--- config.mk ---
export PLATFORM = sky130hd
export DESIGN_NAME = surf_cin_rx_aligner
export DESIGN_NICKNAME = d
export VERILOG_FILES = /design/src/rtl/surf_cin_pkg.sv /design/src/rtl/surf_cin_rx_aligner_asm.sv /design/src/rtl/surf_cin_rx_aligner.sv
export SDC_FILE = /design/constraint.sdc
export NUM_CORES = 1
export LEC_CHECK = 0
export BUFFER_PORTS_ARGS = -buffer_cell sky130_fd_sc_hd__buf_2
export CAP_MARGIN = 20
export CORE_AREA = 2 2 77 87
export CTS_BUF_LIST = sky130_fd_sc_hd__clkbuf_16
export DETAILED_ROUTE_END_ITERATION = 8
export DIE_AREA = 0 0 79 89
export GPL_TIMING_DRIVEN = 0
export PLACE_DENSITY = 0.79
export SLEW_MARGIN = 20
export SYNTH_ARGS = -nofsm -noshare
export SYNTH_HDL_FRONTEND = slang
export SYNTH_SLANG_ARGS = --single-unit
--- constraint.sdc ---
create_clock -name aclk -period 2.3 [get_ports aclk]
set_input_delay 0.23 -clock aclk [delete_from_list [all_inputs] [get_ports aclk]]
set_output_delay 0.23 -clock aclk [all_outputs]
set_load 0.1 [all_outputs]
--- src/rtl/surf_cin_pkg.sv ---
// Shared types and constants for the CIN command link receive path.
package surf_cin_pkg;

    typedef enum logic [2:0] {
        HUNT   = 3'd0,
        SLIP   = 3'd1,
        CHECK  = 3'd2,
        LOCKED = 3'd3
    } cin_rx_state_t;

    localparam logic [31:0] CIN_TRAIN_DEFAULT = 32'hA55A6996;
    localparam int          CIN_WORD_NIBBLES  = 8;

endpackage

--- src/rtl/surf_cin_rx_aligner_asm.sv ---
// Nibble shift register and free-running word counter for the CIN receiver.
// boundary marks the cycle in which sr holds a complete word.
module cin_word_assembler
    import surf_cin_pkg::*;
(
    input  logic        aclk,
    input  logic        aresetn,
    input  logic [3:0]  cin_raw_i,
    input  logic        wcnt_clr,
    output logic [31:0] sr,
    output logic        boundary
);

    logic [2:0] wcnt;

    // shift in one nibble per clock (bit 3 earliest); counter realigns on a hunt match
    always_ff @(posedge aclk or negedge aresetn) begin
        if (!aresetn) begin
            sr   <= '0;
            wcnt <= '0;
        end else begin
            sr   <= {sr[27:0], cin_raw_i};
            wcnt <= wcnt_clr ? 3'd0 : wcnt + 3'd1;
        end
    end

    assign boundary = (wcnt == 3'(CIN_WORD_NIBBLES - 1));

endmodule

--- src/rtl/surf_cin_rx_aligner.sv ---
// CIN receive aligner: hunts for the training word, drives ISERDES bitslip,
// confirms word alignment, then emits one command word per 8 clocks.
module surf_cin_rx_aligner
    import surf_cin_pkg::*;
#(
    parameter logic [31:0] TRAIN_SEQUENCE = CIN_TRAIN_DEFAULT,
    parameter int unsigned LOCK_COUNT     = 4,
    parameter int unsigned BITSLIP_WAIT   = 3
)(
    input  logic        aclk,
    input  logic        aresetn,
    input  logic [3:0]  cin_raw_i,
    input  logic        relock_i,
    output logic        bitslip_o,
    output logic        locked_o,
    output logic        hunt_fail_o,
    output logic [31:0] command_o,
    output logic        command_valid_o,
    output logic [2:0]  state_o
);

    cin_rx_state_t state, state_nxt;
    logic [2:0]  hcnt, hcnt_nxt;
    logic [3:0]  scnt, scnt_nxt;
    logic [3:0]  mcnt, mcnt_nxt;
    logic [1:0]  slipcnt, slipcnt_nxt;
    logic        hunt_fail_nxt, bitslip_nxt, cmd_vld_nxt, cmd_load, wcnt_clr;
    logic [31:0] sr;
    logic        boundary, match;

    cin_word_assembler u_asm (
        .aclk      (aclk),
        .aresetn   (aresetn),
        .cin_raw_i (cin_raw_i),
        .wcnt_clr  (wcnt_clr),
        .sr        (sr),
        .boundary  (boundary)
    );

    assign match   = (sr == TRAIN_SEQUENCE);
    assign state_o = state;

    // next-state and strobe decode; relock overrides everything else that cycle
    always_comb begin
        state_nxt     = state;
        hcnt_nxt      = 3'd0;
        scnt_nxt      = 4'd0;
        mcnt_nxt      = mcnt;
        slipcnt_nxt   = slipcnt;
        hunt_fail_nxt = hunt_fail_o;
        bitslip_nxt   = 1'b0;
        cmd_vld_nxt   = 1'b0;
        cmd_load      = 1'b0;
        wcnt_clr      = 1'b0;
        if (relock_i) begin
            state_nxt     = HUNT;
            mcnt_nxt      = 4'd0;
            slipcnt_nxt   = 2'd0;
            hunt_fail_nxt = 1'b0;
        end else begin
            unique case (state)
                HUNT: begin
                    if (match) begin
                        wcnt_clr  = 1'b1;
                        mcnt_nxt  = 4'd1;
                        state_nxt = CHECK;
                    end else if (hcnt == 3'(CIN_WORD_NIBBLES - 1)) begin
                        // every nibble rotation seen at this bit offset; try the next one
                        bitslip_nxt = 1'b1;
                        slipcnt_nxt = slipcnt + 2'd1;
                        if (slipcnt == 2'd3) hunt_fail_nxt = 1'b1;
                        state_nxt   = SLIP;
                    end else begin
                        hcnt_nxt = hcnt + 3'd1;
                    end
                end
                SLIP: begin
                    if (scnt == 4'(BITSLIP_WAIT - 1)) state_nxt = HUNT;
                    else                               scnt_nxt  = scnt + 4'd1;
                end
                CHECK: begin
                    if (boundary) begin
                        // a miss keeps the bit offset, so go back to hunting without slipping
                        if (!match) begin
                            mcnt_nxt  = 4'd0;
                            state_nxt = HUNT;
                        end else if (mcnt >= 4'(LOCK_COUNT)) begin
                            state_nxt = LOCKED;
                        end else begin
                            mcnt_nxt = mcnt + 4'd1;
                        end
                    end
                end
                LOCKED: begin
                    if (boundary && !match) begin
                        cmd_load    = 1'b1;
                        cmd_vld_nxt = 1'b1;
                    end
                end
                default: state_nxt = HUNT;
            endcase
        end
    end

    // state, counters and registered outputs
    always_ff @(posedge aclk or negedge aresetn) begin
        if (!aresetn) begin
            state           <= HUNT;
            hcnt            <= '0;
            scnt            <= '0;
            mcnt            <= '0;
            slipcnt         <= '0;
            hunt_fail_o     <= 1'b0;
            bitslip_o       <= 1'b0;
            locked_o        <= 1'b0;
            command_o       <= '0;
            command_valid_o <= 1'b0;
        end else begin
            state           <= state_nxt;
            hcnt            <= hcnt_nxt;
            scnt            <= scnt_nxt;
            mcnt            <= mcnt_nxt;
            slipcnt         <= slipcnt_nxt;
            hunt_fail_o     <= hunt_fail_nxt;
            bitslip_o       <= bitslip_nxt;
            locked_o        <= (state == LOCKED) && !relock_i;
            command_valid_o <= cmd_vld_nxt;
            if (cmd_load) command_o <= sr;
        end
    end

endmodule

=== Word level (Yosys, flattened, before mapping) ===
Index checks and enable logic that the tools add are counted.

* Add/subtract/negate cells: 5
* Magnitude comparators: 1
* Equal/unequal tests: 16
* Muxes and demuxes: 41
* Reductions and logical operators: 13

{| class="wikitable"
|+ Operators by type and width
! cell !! count
|-
| 3-bit two-way mux || 12
|-
| 32-bit == test (second input constant) || 1
|-
| 4-bit two-way mux || 8
|-
| 1-bit two-way mux || 15
|-
| 4-bit != test (second input constant) || 3
|-
| 3-bit case mux with 4 select lines || 1
|-
| 3-bit != test (second input constant) || 3
|-
| 4-bit by 1-bit adder with 4-bit output (second input constant) || 2
|-
| 2-bit two-way mux || 4
|-
| 4-bit case mux with 2 select lines || 1
|-
| 4-bit AND reduction || 2
|-
| 3-bit by 1-bit adder with 3-bit output (second input constant) || 2
|-
| 3-bit by 2-bit == test with 1-bit output (second input constant) || 2
|-
| 3-bit == test (second input constant) || 2
|-
| 2-bit nonzero test || 3
|-
| 5-bit AND reduction || 1
|-
| 4-bit by 2-bit == test with 1-bit output (second input constant) || 1
|-
| 4-bit by 3-bit >= comparator with 1-bit output (second input constant) || 1
|-
| 2-bit != test (second input constant) || 2
|-
| 3-bit by 1-bit == test with 1-bit output (second input constant) || 1
|-
| 3-bit zero test || 1
|-
| 3-bit AND reduction || 1
|-
| 3-bit nonzero test || 1
|-
| 2-bit by 1-bit adder with 2-bit output (second input constant) || 1
|-
| other kinds (3) || 5
|}

* Bits in registers: 87
* Input bits: 7
* Word-level logic and storage cells: 88

=== Depth between registers and ports, before layout ===
Gate-level depths: netlist (run 1).

* Word-level depth: 6
* Gate-level depth with buffers: 7
* Gate-level depth less buffers: 7

=== Modules after synthesis ===
From an unflattened synthesis (run 1), not the netlist that was laid out.

* Cell total of the unflattened synthesis: 208
* Area total of the unflattened synthesis: 3206.8 um^2

{| class="wikitable"
|+ By module, submodules not included
! module !! times used !! cells an instance !! area each (um^2)
|-
| surf_cin_rx_aligner || 1 || 168 || 2289.7
|-
| cin_word_assembler || 1 || 40 || 917.1
|}

=== Worst setup path before layout (run 1) ===
No wires, ideal clock.

* Path kind: register to register
* Start: register state[0] (netlist: state_o[0])
* End: register command_o[10]
* Data arrival time: 2.037 ns
* Required time: 2.174 ns
* Setup slack: 0.137 ns
* Cell stages (with the launch flop): 6
* Period minus slack after synthesis: 2.163 ns
* Cell sequence: dfrtp_1 -> and3b_1 -> and3_4 -> buf_6 -> buf_6 -> mux2_4

* Longest elaborated chain between the ends: 3

{| class="wikitable"
|+ Ends and longest elaborated chain
! element !! RTL line !! text
|-
| start: declaration || surf_cin_rx_aligner.sv:22 || <nowiki>cin_rx_state_t state, state_nxt;</nowiki>
|-
| start signal: assignment || surf_cin_rx_aligner.sv:119 || <nowiki>state <= state_nxt;</nowiki>
|-
| 3-bit by 2-bit == test with 1-bit output || surf_cin_rx_aligner.sv:61 || <nowiki>unique case (state)</nowiki>
|-
| 1-bit two-way mux || surf_cin_rx_aligner.sv:61 ||
|-
| 1-bit two-way mux || surf_cin_rx_aligner.sv:55 || <nowiki>if (relock_i) begin</nowiki>
|-
| end signal: assignment || surf_cin_rx_aligner.sv:128 || <nowiki>if (cmd_load) command_o <= sr;</nowiki>
|-
| end: declaration || surf_cin_rx_aligner.sv:17 || <nowiki>output logic [31:0] command_o,</nowiki>
|}

No other way between the ends.
A chain may end at the register's enable or synchronous reset.

=== Final worst setup path (run 1) ===
* Start: register u_asm.sr[12]
* End: register command_o[14]

* Longest elaborated chain between the ends: 6

{| class="wikitable"
|+ Ends and longest elaborated chain
! element !! RTL line !! text
|-
| start: declaration || surf_cin_rx_aligner_asm.sv:10 || <nowiki>output logic [31:0] sr,</nowiki>
|-
| start signal: assignment || surf_cin_rx_aligner_asm.sv:22 || <nowiki>sr <= {sr[27:0], cin_raw_i};</nowiki>
|-
| 32-bit == test || surf_cin_rx_aligner.sv:40 || <nowiki>assign match = (sr == TRAIN_SEQUENCE);</nowiki>
|-
| 1-bit zero test || surf_cin_rx_aligner.sv:95 || <nowiki>if (boundary && !match) begin</nowiki>
|-
| 1-bit logical AND || surf_cin_rx_aligner.sv:95 ||
|-
| 1-bit two-way mux || surf_cin_rx_aligner.sv:95 ||
|-
| 1-bit two-way mux || surf_cin_rx_aligner.sv:61 ||
|-
| 1-bit two-way mux || surf_cin_rx_aligner.sv:55 ||
|}

No other way between the ends.

==> run_results.csv, run 1 <==
group,metric,value,unit
sta,finalSetupViolations,0,
sta,clock.fmax,0.476,GHz
sta,timing.setup.tns,0,ns
sta,worstMarginPinSlew,0.602,ns
pwr,internal-power,2380,uW
critical_path,critPathCaptureType,"register",
clock_network,cts_tree,"built",
drt,via_count,1903,
drt,drt_iter0_markers,120,
floorplanning,std_cell_rows,30,
logic_synthesis,syn_nets,228,
sta,fin_crit,2.10,ns
pwr,power_frac_comb,5.9,%
global_routing,grt_pass1_wl,9.61,mm
sta,max_slew_margin,59.4,%
status,status,"complete, no violations",
critical_path,worst_path_max_delay_cell,"dfrtp_1",
logic_synthesis,ys_ff_latch,86,
drt,routed_wl,5.59,mm
finish,final-seq-area,2150,um2
pwr,power_density,769,nW/um2
global_routing,grt_max_degree,58,
critical_path,cpMostUsedCell,"buf_6",
clock_network,cts_max_path_buffers,2,
pwr,power,3100,uW
critical_path,critPathRequiredTime,2.52,ns
finish,final_common_cell,"dfrtp_1",
global_routing,grt-ovfl-total,0,
clock_network,clock-sinks,86,
logic_synthesis,synth_edf_count,0,
critical_path,r2r_cells,7,
critical_path,path_class,"reg2reg",
pwr,peakVddDrop,0.000440,V
logic_synthesis,syn_inst,213,
min_path,hp-class,"in2reg",
logic_synthesis,synth_async_sr_flop_share,100,%
critical_path,reg2reg_slack,0.20,ns
critical_path,reg2reg_from,"u_asm.sr[12]$_DFF_PN0_",
pwr,clkPwrFrac,42.1,%
global_routing,grt_pass1_vias,1999,
pwr,power_frac_seq,52.0,%
floorplanning,start_util,55.3,%
min_path,hold_end,"u_asm.wcnt[0]$_DFF_PN0_",
sta,grt_setup_unrepaired,"false",
floorplanning,die_h,89,um
logic_synthesis,syn_avg_cell_area,15.8,um2
floorplanning,io-pin-count,46,
global_routing,grtUsageTotal,18.0,%
clock_network,cts_buffers,9,
sta,drv_slew,0,
floorplanning,core_area,6080,um2
placement,dp_hpwl,3.88,mm
finish,drive_gt1_share,38.4,%
critical_path,crit_family,"simple AND/OR/NAND/NOR gates",
clock_network,root_buffer,"clkbuf_16",
pwr,p_leak,0.00202,uW
critical_path,r2r-end,"command_o[14]$_DFFE_PN0P_",
finish,multiInputGateArea,1140,um2
sta,finalCritPeriodShare,91.3,%
floorplanning,fp.dieW,79,um
drt,drc,0,
critical_path,slowest_delay,0.42,ns
floorplanning,die_area,7030,um2
global_routing,antenna_found_initial,0,
critical_path,cp-start-kind,"register",
clock_network,cts-htree-levels,3,
finish,fillers,450,
sta,setup_ws,0.199,ns
finish,layout_common_cells,"86 x dfrtp_1, 43 x buf_2, 29 x mux2_4",
clock_network,post_cts_resized,0,
critical_path,worstPathMaxFanout,10,
placement,gp_congestion,0.754,
sta,finalHoldViolations,0,
pwr,p_switching,727,uW
critical_path,cp_data_arrival_time,2.32,ns
critical_path,crit_buf_inv,2,
logic_synthesis,syn-cell-area,3360,um2
sta,skew,0.00839,ns
finish,area_growth,20.1,%
drt,dr.pass1.iters,4,
logic_synthesis,yosys.cell_types.count,43,
finish,antenna_cells,0,
logic_synthesis,ys.flop_type,"dfrtp_1",
clock_network,cts.clk_slew.worst_paths,0.06,ns
drt,ant_nets,0,
min_path,min-delay-start,"relock_i",
logic_synthesis,yosysWarnings,0,
drt,avgViaCountPerCell,5.30,
finish,nNetsFinal,289,
drt,post_drt_wl_per_cell,15.6,um
placement,port_buffers,44,
flow_run,drv_cap,0,
clock_network,worstSkewPairLatency,0.33,ns
placement,dp_slack,0.197,ns
logic_synthesis,seq_area_frac_synth,64.0,%
critical_path,path_cells,"and4bb_2 > nand4_1 > or3_4 > and3_4 > buf_6 > buf_6 > mux2_4",
min_path,min_path_cells,3,
pwr,swShare,23.4,%
-- per-layer routing --
metal  global-route usage (%)  vias to the layer above  wire (um)
li1                         -                      881          -
met1                     23.2                      973       2470
met2                     29.1                       39       2790
met3                     4.14                       10        225
met4                     8.93                        0        102
met5                        0                        -          0
-- cells in the mapped netlist, drive strengths merged (2+ instances only) --
master	n	area [um2]
mux2	34	492
nor2b	6	37.5
nand2b	3	18.8
or4b	2	20.0
and4bb	8	100
nor4bb	4	40.0
nor3b	3	22.5
o211ai	2	15.0
o21ai	2	10.0
or3	2	17.5
o21a	2	15.0
clkbuf	2	7.51
mux2i	2	20.0
or2	2	12.5
nor2	11	41.3
dfrtp	86	2150
buf	5	52.6
inv	2	7.51
nand4	2	12.5
nand2	5	18.8
ha	8	100
and2	3	18.8
a21oi	2	10.0
-- worst max-delay path by stage --
| stage | from | endpoint | depth (start not counted) |
|---|---|---|---|
| 2_1_floorplan | state_o[0]$_DFFE_PN0P_ | command_o[10]$_DFFE_PN0P_ | 5 |
| 6_report | u_asm.sr[12]$_DFF_PN0_ | command_o[14]$_DFFE_PN0P_ | 7 |
| 4_1_cts | u_asm.sr[12]$_DFF_PN0_ | command_o[18]$_DFFE_PN0P_ | 7 |
| 5_1_grt | u_asm.sr[23]$_DFF_PN0_ | u_asm.wcnt[0]$_DFF_PN0_ | 6 |
| 3_5_place_dp | u_asm.sr[18]$_DFF_PN0_ | command_o[14]$_DFFE_PN0P_ | 7 |
| 3_3_place_gp | u_asm.sr[12]$_DFF_PN0_ | command_o[6]$_DFFE_PN0P_ | 7 |
-- power by group through the flow --
stage,clock network (uW),registers (uW),logic (uW)
after floorplan,0,1660,89.5
after global placement,0,1640,170
after detailed placement,0,1640,179
after CTS,1330,1620,188
after global routing,1400,1620,206
final,1300,1610,184
-- cells by family (layout without fill, tap and decap cells) --
kind of cell | after synthesis | count (layout) | share of synthesized area (%)
XOR/XNOR | 2 | 2 | 0.521
AND/OR/NAND/NOR | 56 | 56 | 11.8
adder cells (fa/ha/maj) | 8 | 8 | 2.98
AO/OA/AOI/OAI | 15 | 15 | 3.28
buffers and inverters | 9 | 75 | 2.01
multiplexers | 36 | 36 | 15.2
other | 1 | 1 | 0.112
flip-flops | 86 | 86 | 64.0
-- cell type report --
cell class | instances | share of cell area [%]
inverter | 2 | 0.186
tap | 80 | 2.48
buffer | 7 | 1.49
multi-input combinational | 118 | 28.3
sequential | 86 | 53.3
timing repair buffer | 50 | 7.44
clock buffer | 9 | 5.58
clock inverter | 7 | 1.21
-- per-stage QoR --
step                      cell area, um2  hold slack, ns  instances  util, %
after floorplan                     3360         -0.0656        213        -
after global placement              3680           0.338        337     60.5
after detailed placement            3710           0.185        338     61.0
after CTS                           4040           0.290        359     66.4
after global routing                4040           0.330        359     66.4
final                               4040           0.276        359     66.4
-- registers in the layout, indices dropped and copies added (netlist names) --
register	cells
command_o	32
u_asm.sr	32
mcnt	4
scnt	4
hcnt	3
u_asm.wcnt	3
slipcnt	2
state_o	2
bitslip_o	1
command_valid_o	1
hunt_fail_o	1
locked_o	1
-- repair_timing --
action                                 4_1_cts  5_1_grt
setup buffers                                0        0
endpoints found under the hold margin       33        0
hold buffers                                 5        0
-- worst register-to-register path, cell delays in order (launching register included) --
cell	delay, ns
dfrtp_1	0.42
and4bb_2	0.30
nand4_1	0.12
or3_4	0.37
and3_4	0.18
buf_6	0.13
buf_6	0.16
mux2_4	0.31
(Power assumes the default switching activity.)
==> run 2, diff against run 1 <==
--- a/config.mk
+++ b/config.mk
@@ -7,12 +7,14 @@
 export LEC_CHECK = 0
 export BUFFER_PORTS_ARGS = -buffer_cell sky130_fd_sc_hd__buf_2
 export CAP_MARGIN = 20
-export CORE_AREA = 2 2 77 87
+export CELL_PAD_IN_SITES_DETAIL_PLACEMENT = 0
+export CELL_PAD_IN_SITES_GLOBAL_PLACEMENT = 1
+export CORE_AREA = 2 2 84 94
 export CTS_BUF_LIST = sky130_fd_sc_hd__clkbuf_16
 export DETAILED_ROUTE_END_ITERATION = 8
-export DIE_AREA = 0 0 79 89
+export DIE_AREA = 0 0 86 96
 export GPL_TIMING_DRIVEN = 0
-export PLACE_DENSITY = 0.79
+export PLACE_DENSITY = 0.8
 export SLEW_MARGIN = 20
 export SYNTH_ARGS = -nofsm -noshare
 export SYNTH_HDL_FRONTEND = slang
==> run_results.csv, run 2 (synthesis results as in run 1) <==
group,metric,value,unit
global_routing,grt_pass1_vias,1822,
global_routing,grtUsageTotal,15.1,%
clock_network,cts_max_path_buffers,2,
finish,top_regs,"command_o x32, u_asm.sr x32",
sta,drv_slew,0,
floorplanning,std_cell_rows,33,
floorplanning,die_area,8260,um2
floorplanning,fp.dieW,86,um
floorplanning,start_util,46.0,%
global_routing,grt-ovfl-total,0,
finish,final_common_cell,"dfrtp_1",
critical_path,cp-start-kind,"register",
clock_network,cts-htree-levels,3,
critical_path,cpMostUsedCell,"buf_6",
pwr,peakVddDrop,0.000398,V
finish,antenna_cells,0,
sta,timing.setup.tns,0,ns
finish,area_growth,20.1,%
clock_network,clock-sinks,86,
pwr,p_leak,0.00203,uW
sta,worstMarginPinSlew,0.599,ns
sta,fin_crit,2.09,ns
sta,finalSetupViolations,0,
sta,holdWs,0.286,ns
pwr,power_density,772,nW/um2
flow_run,drv_cap,0,
sta,max_slew_margin,59.6,%
placement,gp_congestion,0.749,
drt,routed_wl,5.59,mm
sta,clock.fmax,0.478,GHz
drt,drc,0,
floorplanning,io-pin-count,46,
clock_network,worstSkewPairLatency,0.33,ns
global_routing,antenna_found_initial,0,
drt,via_count,1865,
sta,skew,0.00847,ns
critical_path,worst_path_max_delay_cell,"or3_4",
drt,avgViaCountPerCell,5.10,
critical_path,cp_data_arrival_time,2.30,ns
critical_path,worstPathMaxFanout,10,
global_routing,grt_max_degree,47,
critical_path,crit_buf_inv,2,
sta,grt_setup_unrepaired,"false",
finish,nNetsFinal,289,
finish,layout_common_cells,"86 x dfrtp_1, 43 x buf_2, 29 x mux2_4",
min_path,hp-class,"in2reg",
critical_path,path_cells,"and4bb_1 > nand2_1 > or3_4 > and3_4 > buf_6 > buf_6 > mux2_4",
placement,dp_slack,0.219,ns
sta,finalHoldViolations,0,
clock_network,cts_tree,"built",
drt,post_drt_wl_per_cell,15.3,um
critical_path,critPathRequiredTime,2.51,ns
drt,dr.pass1.iters,4,
finish,fin_util,55.2,%
critical_path,slowest_delay,0.42,ns
clock_network,cts_buffers,9,
floorplanning,die_h,96,um
finish,drive_gt1_share,38.7,%
global_routing,grt_pass1_wl,9.44,mm
critical_path,critPathCaptureType,"register",
sta,setup_ws,0.209,ns
clock_network,root_buffer,"clkbuf_16",
sta,finalCritPeriodShare,90.9,%
drt,ant_nets,0,
clock_network,cts.clk_slew.worst_paths,0.06,ns
drt,drt_iter0_markers,52,
status,status,"complete, no violations",
floorplanning,core_area,7310,um2
critical_path,path_class,"reg2reg",
placement,port_buffers,44,
placement,dp_hpwl,3.78,mm
critical_path,crit_family,"simple AND/OR/NAND/NOR gates",
## run 2: cell types whose count changed in the layout (fill, tap and decap cells not counted)
| cell | change |
|---|---|
| inv_1 | +1 |
| buf_12 | +1 |
| clkinv_2 | +1 |
| buf_16 | -1 |
| clkinv_1 | -2 |
## run 2: per-stage QoR
step	instances	total power [uW]	instance area, um2
6_report	366	3120	4040
3_5_place_dp	345	1820	3710
5_1_grt	366	3260	4040
3_3_place_gp	344	1810	3690
4_1_cts	366	3160	4040
2_1_floorplan	213	1750	3360
## run 2: layout make-up
cell class | count | area (um2)
flip-flops and latches | 86 | 2150
inverters | 2 | 7.51
fillers | 570 | 3270
clock inverters | 7 | 50.0
clock buffers | 9 | 225
multi-input cells | 118 | 1140
repair buffers | 50 | 293
plain buffers | 7 | 60.1
well taps | 87 | 109
## run 2: timing repair
| item | in CTS | in global routing |
|---|---|---|
| endpoints found under the setup margin | 0 | 0 |
| endpoints found under the hold margin | 49 | 0 |
| hold buffers | 5 | 0 |
| setup buffers | 0 | 0 |
| resized for setup | 0 | 0 |
## run 2: worst register-to-register path: cells and delay by family (launching register included)
kind / cells / cell delay [ns]
multiplexers: 1 / 0.31
AND/OR/NAND/NOR: 4 / 0.97
buffers and inverters: 2 / 0.29
flip-flops: 1 / 0.40
## run 2: path summary, 6_finish.rpt
check                                       start                   endpoint  slack [ns]  depth (start not counted)
hold / removal                           relock_i    u_asm.wcnt[0]$_DFF_PN0_        0.29                          3
max in group asynchronous                 aresetn     u_asm.sr[23]$_DFF_PN0_        1.24                          3
setup / recovery           u_asm.sr[21]$_DFF_PN0_   command_o[6]$_DFFE_PN0P_        0.21                          7
hold reg to reg            u_asm.sr[19]$_DFF_PN0_     u_asm.sr[23]$_DFF_PN0_        0.40                          0
setup reg to reg           u_asm.sr[21]$_DFF_PN0_   command_o[6]$_DFFE_PN0P_        0.21                          7
min in group asynchronous                 aresetn  command_o[29]$_DFFE_PN0P_        0.45                          2
## run 2: report_power, final
part	internal [uW]	leakage, uW	switching, uW
clock	735	0.000134	586
sequential	1570	0.00112	42.9
combinational	69.7	0.000777	113
total	2380	0.00203	741
## run 2: routing by layer
layer	global-route usage (%)	routed length, um
met1	21.2	2730
met2	21.8	2580
met3	3.77	229
met4	7.94	59
met5	0	0
